### src/rtl/uart_tx_pkg.sv
// Shared types for the UART transmitter: FSM state encoding and frame constants.
package uart_tx_pkg;

  typedef enum logic [1:0] {
    IDLE  = 2'd0,
    START = 2'd1,
    DATA  = 2'd2,
    STOP  = 2'd3
  } UartTxState;

  localparam int unsigned UART_FRAME_BITS = 10;
  localparam logic        UART_IDLE_LEVEL = 1'b1;

endpackage

### src/rtl/uart_tx_if.sv
// Byte write port from the memory access stage plus transmitter status flags.
interface uart_tx_if;
  logic [7:0] uart;
  logic       uartWe;
  logic       busy;
  logic       full;
  logic       overflow;

  modport master (output uart, uartWe, input busy, full, overflow);
  modport slave  (input uart, uartWe, output busy, full, overflow);
endinterface

### src/rtl/uart_tx_fifo.sv
// Synchronous byte FIFO; a push to a full FIFO is accepted when a pop happens in the same cycle.
module uart_tx_fifo #(
  parameter int unsigned DEPTH = 16
) (
  input  logic                     clk,
  input  logic                     rst,
  input  logic                     push,
  input  logic                     pop,
  input  logic [7:0]               wdata,
  output logic [7:0]               rdata,
  output logic [$clog2(DEPTH):0]   count,
  output logic                     full,
  output logic                     empty
);

  localparam int unsigned AW = $clog2(DEPTH);

  logic [7:0]    mem [DEPTH];
  logic [AW-1:0] wptr_q, rptr_q;
  logic [AW:0]   count_q;
  logic          push_ok, pop_ok;

  assign full    = (count_q == (AW+1)'(DEPTH));
  assign empty   = (count_q == '0);
  assign count   = count_q;
  assign rdata   = mem[rptr_q];
  assign pop_ok  = pop && !empty;
  assign push_ok = push && (!full || pop_ok);

  always_ff @(posedge clk) begin
    if (push_ok) mem[wptr_q] <= wdata;
  end

  always_ff @(posedge clk) begin
    if (!rst) begin
      wptr_q  <= '0;
      rptr_q  <= '0;
      count_q <= '0;
    end else begin
      if (push_ok) wptr_q <= wptr_q + 1'b1;
      if (pop_ok)  rptr_q <= rptr_q + 1'b1;
      case ({push_ok, pop_ok})
        2'b10:   count_q <= count_q + 1'b1;
        2'b01:   count_q <= count_q - 1'b1;
        default: count_q <= count_q;
      endcase
    end
  end

endmodule

### src/rtl/uart_tx.sv
// 8N1 UART transmitter draining the pipeline's byte write port onto txd.
// Define UART_TX_FIFO_EN for a FIFO_DEPTH byte buffer; otherwise a single holding register.
module uart_tx
  import uart_tx_pkg::*;
#(
  parameter int unsigned CLKS_PER_BIT = 868,
  parameter int unsigned FIFO_DEPTH   = 16
) (
  input  logic      clk,
  input  logic      rst,
  uart_tx_if.slave  wr,
  output logic      txd
);

  localparam logic [1:0] ST_IDLE  = IDLE;
  localparam logic [1:0] ST_START = START;
  localparam logic [1:0] ST_DATA  = DATA;
  localparam logic [1:0] ST_STOP  = STOP;

  localparam int unsigned BW       = $clog2(CLKS_PER_BIT);
  localparam logic [BW-1:0] BaudEnd = BW'(CLKS_PER_BIT - 1);
  localparam logic [2:0] LastBit   = 3'(UART_FRAME_BITS - 3);

  logic [1:0]    state_q, state_d;
  logic [BW-1:0] baud_q, baud_d;
  logic [2:0]    bit_q, bit_d;
  logic [7:0]    shift_q, shift_d;
  logic          txd_q, txd_d;
  logic          overflow_q;

  logic          pop, push;
  logic          buf_empty, buf_full, buf_nonempty;
  logic [7:0]    buf_rdata;

  assign push = wr.uartWe && (!buf_full || pop);

`ifdef UART_TX_FIFO_EN
  logic [$clog2(FIFO_DEPTH):0] buf_count;

  uart_tx_fifo #(
    .DEPTH (FIFO_DEPTH)
  ) u_fifo (
    .clk   (clk),
    .rst   (rst),
    .push  (push),
    .pop   (pop),
    .wdata (wr.uart),
    .rdata (buf_rdata),
    .count (buf_count),
    .full  (buf_full),
    .empty (buf_empty)
  );

  assign buf_nonempty = (buf_count != '0);
`else
  logic [7:0]  hold_q;
  logic        hold_valid_q;
  logic [31:0] unused_fifo_depth;

  assign unused_fifo_depth = FIFO_DEPTH;

  always_ff @(posedge clk) begin
    if (!rst) begin
      hold_q       <= '0;
      hold_valid_q <= 1'b0;
    end else if (push) begin
      hold_q       <= wr.uart;
      hold_valid_q <= 1'b1;
    end else if (pop) begin
      hold_valid_q <= 1'b0;
    end
  end

  assign buf_rdata    = hold_q;
  assign buf_full     = hold_valid_q;
  assign buf_empty    = !hold_valid_q;
  assign buf_nonempty = hold_valid_q;
`endif

  // Baud counter restarts on every state entry so frames never drift.
  always_comb begin
    state_d = state_q;
    baud_d  = baud_q + 1'b1;
    bit_d   = bit_q;
    shift_d = shift_q;
    pop     = 1'b0;
    case (state_q)
      ST_IDLE: begin
        baud_d = '0;
        if (!buf_empty) begin
          pop     = 1'b1;
          shift_d = buf_rdata;
          state_d = ST_START;
        end
      end
      ST_START: begin
        if (baud_q == BaudEnd) begin
          baud_d  = '0;
          bit_d   = '0;
          state_d = ST_DATA;
        end
      end
      ST_DATA: begin
        if (baud_q == BaudEnd) begin
          baud_d = '0;
          if (bit_q == LastBit) begin
            state_d = ST_STOP;
          end else begin
            shift_d = shift_q >> 1;
            bit_d   = bit_q + 1'b1;
          end
        end
      end
      default: begin
        if (baud_q == BaudEnd) begin
          baud_d = '0;
          if (!buf_empty) begin
            pop     = 1'b1;
            shift_d = buf_rdata;
            state_d = ST_START;
          end else begin
            state_d = ST_IDLE;
          end
        end
      end
    endcase

    // Output level follows the next state so txd stays a clean flop output.
    case (state_d)
      ST_START: txd_d = 1'b0;
      ST_DATA:  txd_d = shift_d[0];
      default:  txd_d = UART_IDLE_LEVEL;
    endcase
  end

  always_ff @(posedge clk) begin
    if (!rst) begin
      state_q    <= ST_IDLE;
      baud_q     <= '0;
      bit_q      <= '0;
      shift_q    <= '0;
      txd_q      <= UART_IDLE_LEVEL;
      overflow_q <= 1'b0;
    end else begin
      state_q    <= state_d;
      baud_q     <= baud_d;
      bit_q      <= bit_d;
      shift_q    <= shift_d;
      txd_q      <= txd_d;
      overflow_q <= overflow_q | (wr.uartWe && !push);
    end
  end

  assign txd         = txd_q;
  assign wr.busy     = (state_q != ST_IDLE) || buf_nonempty;
  assign wr.full     = buf_full;
  assign wr.overflow = overflow_q;

endmodule
### src/flat_wrapper.sv
// flat-port wrapper written by rule: the top's interface ports become plain ports
module uart_tx_flat import uart_tx_pkg::*;
#(
  parameter int unsigned CLKS_PER_BIT = 868,
  parameter int unsigned FIFO_DEPTH   = 16
)
  (clk, rst, txd, wr_uart, wr_uartWe, wr_busy, wr_full, wr_overflow);
  uart_tx_if wr_i ();
  input  logic clk;
  input  logic rst;
  output logic txd;
  input wire logic [$bits(wr_i.uart)-1:0] wr_uart;
  input wire logic [$bits(wr_i.uartWe)-1:0] wr_uartWe;
  output wire logic [$bits(wr_i.busy)-1:0] wr_busy;
  output wire logic [$bits(wr_i.full)-1:0] wr_full;
  output wire logic [$bits(wr_i.overflow)-1:0] wr_overflow;
  assign wr_i.uart = wr_uart;
  assign wr_i.uartWe = wr_uartWe;
  assign wr_busy = wr_i.busy;
  assign wr_full = wr_i.full;
  assign wr_overflow = wr_i.overflow;
  uart_tx #(.CLKS_PER_BIT(CLKS_PER_BIT), .FIFO_DEPTH(FIFO_DEPTH)) u_core (.clk(clk), .rst(rst), .wr(wr_i), .txd(txd));
endmodule
### config.mk
export PLATFORM = sky130hd
export DESIGN_NAME = uart_tx_flat
export DESIGN_NICKNAME = d
export VERILOG_FILES = /design/src/rtl/uart_tx_pkg.sv /design/src/rtl/uart_tx_if.sv /design/src/rtl/uart_tx_fifo.sv /design/src/rtl/uart_tx.sv /design/src/flat_wrapper.sv
export SDC_FILE = /design/constraint.sdc
export NUM_CORES = 1
export LEC_CHECK = 0
export CORE_MARGIN = 1.5
export CORE_UTILIZATION = 50
export CTS_CLUSTER_SIZE = 10
export DETAILED_ROUTE_END_ITERATION = 6
export DONT_BUFFER_PORTS = 1
export GPL_TIMING_DRIVEN = 0
export PLACE_DENSITY = 0.64
export SYNTH_ARGS = -nofsm -noshare
export SYNTH_HDL_FRONTEND = slang
export SYNTH_SLANG_ARGS = --single-unit
### constraint.sdc
create_clock -name clk -period 2.06 [get_ports clk]
set_input_delay 0.412 -clock clk [delete_from_list [all_inputs] [get_ports clk]]
set_output_delay 0.412 -clock clk [all_outputs]
set_load 0.02 [all_outputs]
==> results_dict.tcl, run 1 <==
set metrics [dict create \
    fp-row-count 20 \
    placed_cells_incl_taps 228 \
    ffs_latches_synth 34 \
    yosysSeqAreaShare_pct 42.2 \
    fin_area_mm2 0.00182 \
    critical_path.slowest_cell "or3b_4" \
    report.final.setup_viol 0 \
    synth.top_cell.area_share_pct 42.2 \
    post-dp-hpwl_um 2270 \
    finalWorstPathRequiredPeriod_ns 2.00 \
    fmaxAchievable_mhz 500 \
    avgRoutedWirePerCell_um 13.6 \
    avgSynthCellArea_um2 8.77 \
    hold_path_startpoint "wr_uartWe" \
    vias 1335 \
    hold-worst-slack_ns 0.190 \
    initial_core_util_pct 52.9 \
    antenna_violating_nets_post_route 0 \
    slowest_delay_ns 0.42 \
    first_global_vias 1206 \
    first_pass_iters 4 \
    timing.setup.critical_path_class "flop to flop" \
    finalNetCount 210 \
    cts_max_path_buffers 2 \
    cts.sink_count 34 \
    synthesis.nets 198 \
    setup_repair_after_global_routing_missed_its_margin "true" \
    cts-buffers-inserted 5 \
    timing.critical_path.to_type "flop" \
    critical_path.startpoint_type "flop" \
    cts_max_level 2 \
    synth_top_area_cells "dfxtp_1 42%, nor2_1 5.3%, nand2_1 4.9%, nand3_1 4.3%, mux2_2 4.2%" \
    worst_slew_margin_rel_pct 66.9 \
    first_pass_grt_wire_length_um 5440 \
    insertion_delay_ns 0.33 \
    regToRegStartpoint "u_core.baud_q[1]" \
    root_buffer_cell "clkbuf_4" \
    via_density_per_instance 5.54 \
    power.leakage_nw 0.660 \
    synth_cell_types 36 \
    die_area_mm2 0.00358 \
    regToRegSetupSlack_ns 0.06 \
    initial_antenna_violation_count 0 \
    fin_worst_skew_ns 0.00710 \
    filler_cells 308 \
    area_growth_syn_to_layout_pct 12.6 \
    max_cap_violations 0 \
    grt_use_total_pct 20.6 \
    first_iter_violations 78 \
    setup.worst_path.start "u_core.baud_q[1]" \
    routabilityCongestion 0.847 \
    antenna_cells_inserted 0 \
    cts.clk_slew.worst_paths_ns 0.11 \
    synth.yosys.warnings 0 \
    synthesis.area_mm2 0.00161 \
    worst-slew-pin-transition_ns 0.497 \
    layout_worst_path_cycle_share_pct 97.2 \
    placement.cell_area_mm2 0.00167 \
    worst_ir_drop_vdd_mv 0.442 \
    totalNegativeSetupSlack_ns 0 \
    report.power.total_w 0.00118 \
    synthDominantAreaCellType "dfxtp_1" \
    final_cell_count_no_fill 241 \
    drive_above_1_share_pct 19.8 \
    min-delay-path-class "input port to flop" \
    grt_overflow 0 \
    worst_ep_arrival_time_ns 2.27 \
    cp_data_required_time_ns 2.33 \
    drt_drc_violations_left 0 \
    timing_hold_violations_final 0 \
    die_w_um 59.8 \
    critical_path_peak_fanout 8 \
    wl_um 3290 \
    floorplan.io_pins 15 \
    grt_start_max_net_pins 11 \
    die_h_um 59.8 \
    synth_cells 184 \
    result_of_the_run "finished clean" \
    place.port_buffers 0 \
    maxSlewViolCount 0 \
    design.core.area_mm2 0.00305 \
    pwr_cell_area_mw_per_mm2 652 \
    cp_cell_sequence "ha_4 -> or3b_4 -> nor3_4 -> buf_6 -> a31oi_4 -> or3_4 -> a211oi_2" \
    cts_tree "done" \
]
-- stage by stage --
stage | worst slack, ns | util [%]
finish | 0.0581 | 59.5
global route | -0.0301 | 59.5
CTS | 0.000180 | 57.7
detailed placement | -0.312 | 54.7
global placement | -0.300 | 54.7
floorplan | 0.0895 | -
-- cells in the final DEF, fill, tap and decap left out, drive strengths merged, types with 3 or more instances in the layout --
cell,netlist,layout
xor2,3,3
mux2,6,6
a21oi,8,8
nand3,14,14
clkbuf,7,11
buf,3,11
nor4,4,4
nor3,5,5
o21ai,14,14
inv,6,6
dfxtp,34,34
ha,3,3
nor2,23,23
xnor2,5,5
a222oi,6,6
nand2,21,21
or3,4,4
-- worst paths after layout --
check	to	depth (start not counted)
worst max-delay path	u_core.shift_q[7]	7
worst min-delay path	u_core.wr.full	1
worst max register to register	u_core.shift_q[7]	7
worst min register to register	u_core.buf_rdata[7]	2
-- cell usage after synthesis (all sizes together) --
library cell	number
nand2	21
a211oi	1
a22o	1
a222oi	6
xor2	3
a21oi	8
o21ai	14
a31oi	1
mux2	6
o41a	1
or3b	1
buf	3
and3	2
clkbuf	7
or2	1
nor3	5
nor4	4
nor2	23
inv	6
nand4bb	1
nor2b	2
ha	3
nand2b	2
or3	4
nand3	14
dfxtp	34
xnor2	5
o21a	2
a2bb2oi	1
mux2i	2
-- critical path: cells and delay by family (launching register included) --
kind | cells | cell delay, ns
AOI/OAI and AO/OA | 2 | 0.33
adders and majority gates | 1 | 0.14
buffers and inverters | 1 | 0.15
DFF | 1 | 0.37
and+or+nand+nor | 3 | 0.95
-- flip-flops by register name, indices dropped and copies added, names as in the netlist --
| register | count |
|---|---|
| u_core.baud_q | 10 |
| u_core.bit_q | 3 |
| u_core.buf_rdata | 8 |
| u_core.shift_q | 8 |
| u_core.state_q | 2 |
| u_core.txd | 1 |
| u_core.wr.full | 1 |
| u_core.wr.overflow | 1 |
-- cell type report --
cell class                 instances  area (um^2)  share of cell area, %
sequential                        34          683                   37.6
clock inverter                     1         5.00                  0.275
tap                               44         55.1                   3.03
inverter                           6         22.5                   1.24
multi-input combinational        134          897                   49.3
buffer                             8         43.8                   2.41
clock buffer                       7         55.1                   3.03
timing repair buffer               7         56.3                   3.10
-- where the power goes --
group	switching, W	internal [W]
clock network	0.000223	0.000165
logic	0.0000608	0.0000410
registers	0.0000166	0.000678
total	0.000300	0.000885
-- metal layers --
metal | vias to the layer above | global-route usage [%] | wire (um)
met5 | - | 0 | 0
met4 | 0 | 7.94 | 55
met3 | 6 | 6.71 | 262
met2 | 54 | 30.1 | 1460
met1 | 602 | 28.1 | 1510
li1 | 673 | - | -
-- cells by family after synthesis --
logic type | count (synthesis) | share of synthesized area (%)
simple gates | 80 | 25.9
xor+xnor | 8 | 4.34
buf+inv | 16 | 4.50
fa+ha+maj | 3 | 2.33
flops | 34 | 42.2
mux | 8 | 5.43
compound gates | 35 | 15.3
-- timing repair --
action,CTS,global route
buffers inserted,2,5
endpoints found under the hold margin,0,0
resized for setup,6,5
endpoints found under the setup margin,29,13
hold buffers,0,0
pin swaps,2,5
(Power assumes the default switching activity.)
==> inputs of run 2 (changes only) <==
- ABC_AREA: default -> 1
- SYNTH_HIERARCHICAL: default -> 1
==> results_dict.tcl, run 2 <==
set metrics [dict create \
    regToRegStartpoint "u_core/baud_q[0]" \
    placement.cell_area_mm2 0.00182 \
    layout.cells.most_common_list "59 x nand2_1, 39 x nor2_1, 33 x dfxtp_1, 32 x inv_1, 17 x a21oi_1" \
    grt_start_max_net_pins 11 \
    initial_core_util_pct 52.3 \
    setup.worst_path.start "u_core/wr.full" \
    routabilityCongestion 0.841 \
    cts-buffers-inserted 5 \
    combinational_power_share_pct 10.3 \
    sequentialPowerShare_pct 54.8 \
    die_area_mm2 0.00388 \
    timing_hold_violations_final 0 \
    holdBufCountCts 0 \
    synthTopCellsByCount "59 x nand2_1, 39 x nor2_1, 34 x dfxtp_1, 32 x inv_1, 17 x a21oi_1" \
    wl_um 3630 \
    ys_async_sr_fraction_pct 0 \
    worst_ep_arrival_time_ns 1.51 \
    cts_max_level 2 \
    pre_cts_slack_ns 0.355 \
    finalWorstPathRequiredPeriod_ns 1.92 \
    synth_cell_types 33 \
    first_global_vias 1475 \
    pwr_cell_area_mw_per_mm2 689 \
    avgRoutedWirePerCell_um 11.8 \
    filler_cells 371 \
    fmaxAchievable_mhz 521 \
    die_h_um 62.3 \
    min-delay-path-class "input port to flop" \
    totalNegativeSetupSlack_ns 0 \
    sequential_cell_area_um2 682 \
    largest_register_ffs 10 \
    cts.clk_slew.worst_paths_ns 0.10 \
    post-synth-top-count-cell "nand2_1" \
    maxSlewViolCount 0 \
    worst_slew_margin_rel_pct 65.4 \
    multi_input_comb_area_um2 932 \
    setup_repair_after_global_routing_missed_its_margin "false" \
    synthDominantAreaCellType "dfxtp_1" \
    fin_ws_ns 0.141 \
    power.clock.fraction_pct 34.9 \
    cts_post_setup_buffers_inserted 0 \
    drive_above_1_share_pct 10.3 \
    worst_flop_to_flop_path_endpoint "u_core/shift_q[6]" \
    edff_count_synth 0 \
    switching_power_w 0.000337 \
    synthSimpleGateAreaFrac_pct 36.6 \
    result_of_the_run "finished clean" \
    cts_repair_resize_count 1 \
    synthesis.nets 267 \
    avgSynthCellArea_um2 6.95 \
    regToRegSetupSlack_ns 0.45 \
    predominant_post_synthesis_flop_cell "dfxtp_1" \
    regMostFlops "u_core/baud_q" \
    antenna_cells_inserted 0 \
    via_density_per_instance 5.02 \
    report.power.total_w 0.00131 \
    fin_area_mm2 0.00190 \
    worst_setup_path_endpoint "wr_busy" \
    first_iter_violations 61 \
    design.core.area_mm2 0.00336 \
    hold-worst-slack_ns 0.218 \
    synthesis.area_mm2 0.00176 \
    timing.setup.critical_path_class "flop to output port" \
    cp_data_required_time_ns 1.65 \
    worst_ir_drop_vdd_mv 0.353 \
    synth_top_area_cells "dfxtp_1 39%, nand2_1 13%, nor2_1 8.3%, inv_1 6.8%, a21oi_1 4.8%" \
    initial_antenna_violation_count 0 \
    grt_overflow 0 \
    critical_path.startpoint_type "flop" \
    share_of_synthesized_cell_area_in_full_adder_half_adder_and_majority_cells_pct 2.14 \
    synth_xor_area_share_pct 0.996 \
    power.leakage_nw 0.879 \
    place.port_buffers 0 \
    cell_int_power_w 0.000970 \
    die_w_um 62.3 \
    insertion_delay_ns 0.33 \
    main_combinational_cell_family_by_area_after_synthesis "simple AND/OR/NAND/NOR gates" \
    timing.critical_path.to_type "output port" \
    antenna_violating_nets_post_route 0 \
    synth_mux_area_share_pct 0 \
    floorplan.io_pins 15 \
    power_switching_share_pct 25.8 \
    report.final.setup_viol 0 \
    root_buffer_cell "clkbuf_4" \
    worstRegToRegCells 10 \
    cts.sink_count 34 \
    final_common_cell "nand2_1" \
    finalNetCount 274 \
    area_growth_syn_to_layout_pct 7.83 \
    layout_worst_path_cycle_share_pct 93.2 \
    synth_cells 253 \
    hold_path_startpoint "wr_uartWe" \
    post-dp-hpwl_um 2740 \
    critical_path_peak_fanout 10 \
    grt_use_total_pct 21.6 \
    ffs_latches_synth 34 \
    fin_worst_skew_ns 0.00823 \
    vias 1542 \
    worst-slew-pin-transition_ns 0.515 \
    cts_tree "done" \
    drt_drc_violations_left 0 \
    first_pass_grt_wire_length_um 6600 \
    synth_compound_area_share_pct 13.3 \
    yosysSeqAreaShare_pct 38.7 \
    cts_max_path_buffers 2 \
    synth.top_cell.area_share_pct 38.7 \
    max_cap_violations 0 \
    synth.yosys.warnings 6 \
    first_pass_iters 4 \
    fp-row-count 21 \
]
[run 2: changes by cell type after synthesis, sizes merged, moves of 4 or more]
cell,change
o211ai,+4
mux2,-6
nor2,+20
a21oi,+10
nand4,+7
clkbuf,-5
a222oi,-6
xnor2,-4
or3,-4
inv,+27
nand2,+43
[run 2: worst min-delay path by stage]
| stage | to | slack, ns | depth (start not counted) |
|---|---|---|---|
| floorplan | u_core/baud_q[0] | 0.42 | 1 |
| global placement | u_core/baud_q[0] | 0.43 | 1 |
| CTS | u_core/wr.full | 0.20 | 2 |
| detailed placement | u_core/baud_q[0] | 0.44 | 1 |
| finish | u_core/wr.full | 0.22 | 2 |
| global route | u_core/buf_rdata[6] | 0.23 | 2 |
[run 2: layout make-up]
cell class                 instances  share of cell area [%]
multi-input combinational        182                    49.2
sequential                        34                    36.0
inverter                          34                    7.00
clock buffer                       8                    4.16
tap                               46                    3.04
buffer                             3                   0.660
[run 2: stage by stage]
stage / util (%) / instances
after global placement: 54.0 / 299
after floorplan: - / 253
after detailed placement: 54.0 / 299
final: 56.4 / 307
after CTS: 56.4 / 307
after global routing: 56.4 / 307
[run 2: worst max-delay path, cell delays in order (launching register included)]
cell and delay (ns):
dfxtp_2 0.41, inv_1 0.18, clkbuf_1 0.35, nand2_1 0.23
[run 2: power groups by stage]
stage / registers, W / clock network (W) / logic, W
finish: 0.000716 / 0.000456 / 0.000135
global route: 0.000721 / 0.000497 / 0.000160
CTS: 0.000716 / 0.000473 / 0.000135
detailed placement: 0.000731 / 0 / 0.000135
global placement: 0.000730 / 0 / 0.000134
floorplan: 0.000723 / 0 / 0.000111
[run 2: logic make-up (layout without fill, tap and decap cells)]
logic type | Yosys count | after routing
flops | 34 | 34
simple gates | 135 | 135
buf+inv | 37 | 45
compound gates | 42 | 42
fa+ha+maj | 3 | 3
xor+xnor | 2 | 2
[run 2: routing by layer]
layer | GRT usage, % | share of wire (%)
met1 | 30.6 | 53
met5 | 0 | 0
met2 | 31.8 | 42
met3 | 5.43 | 4.3
met4 | 8.33 | 0.66
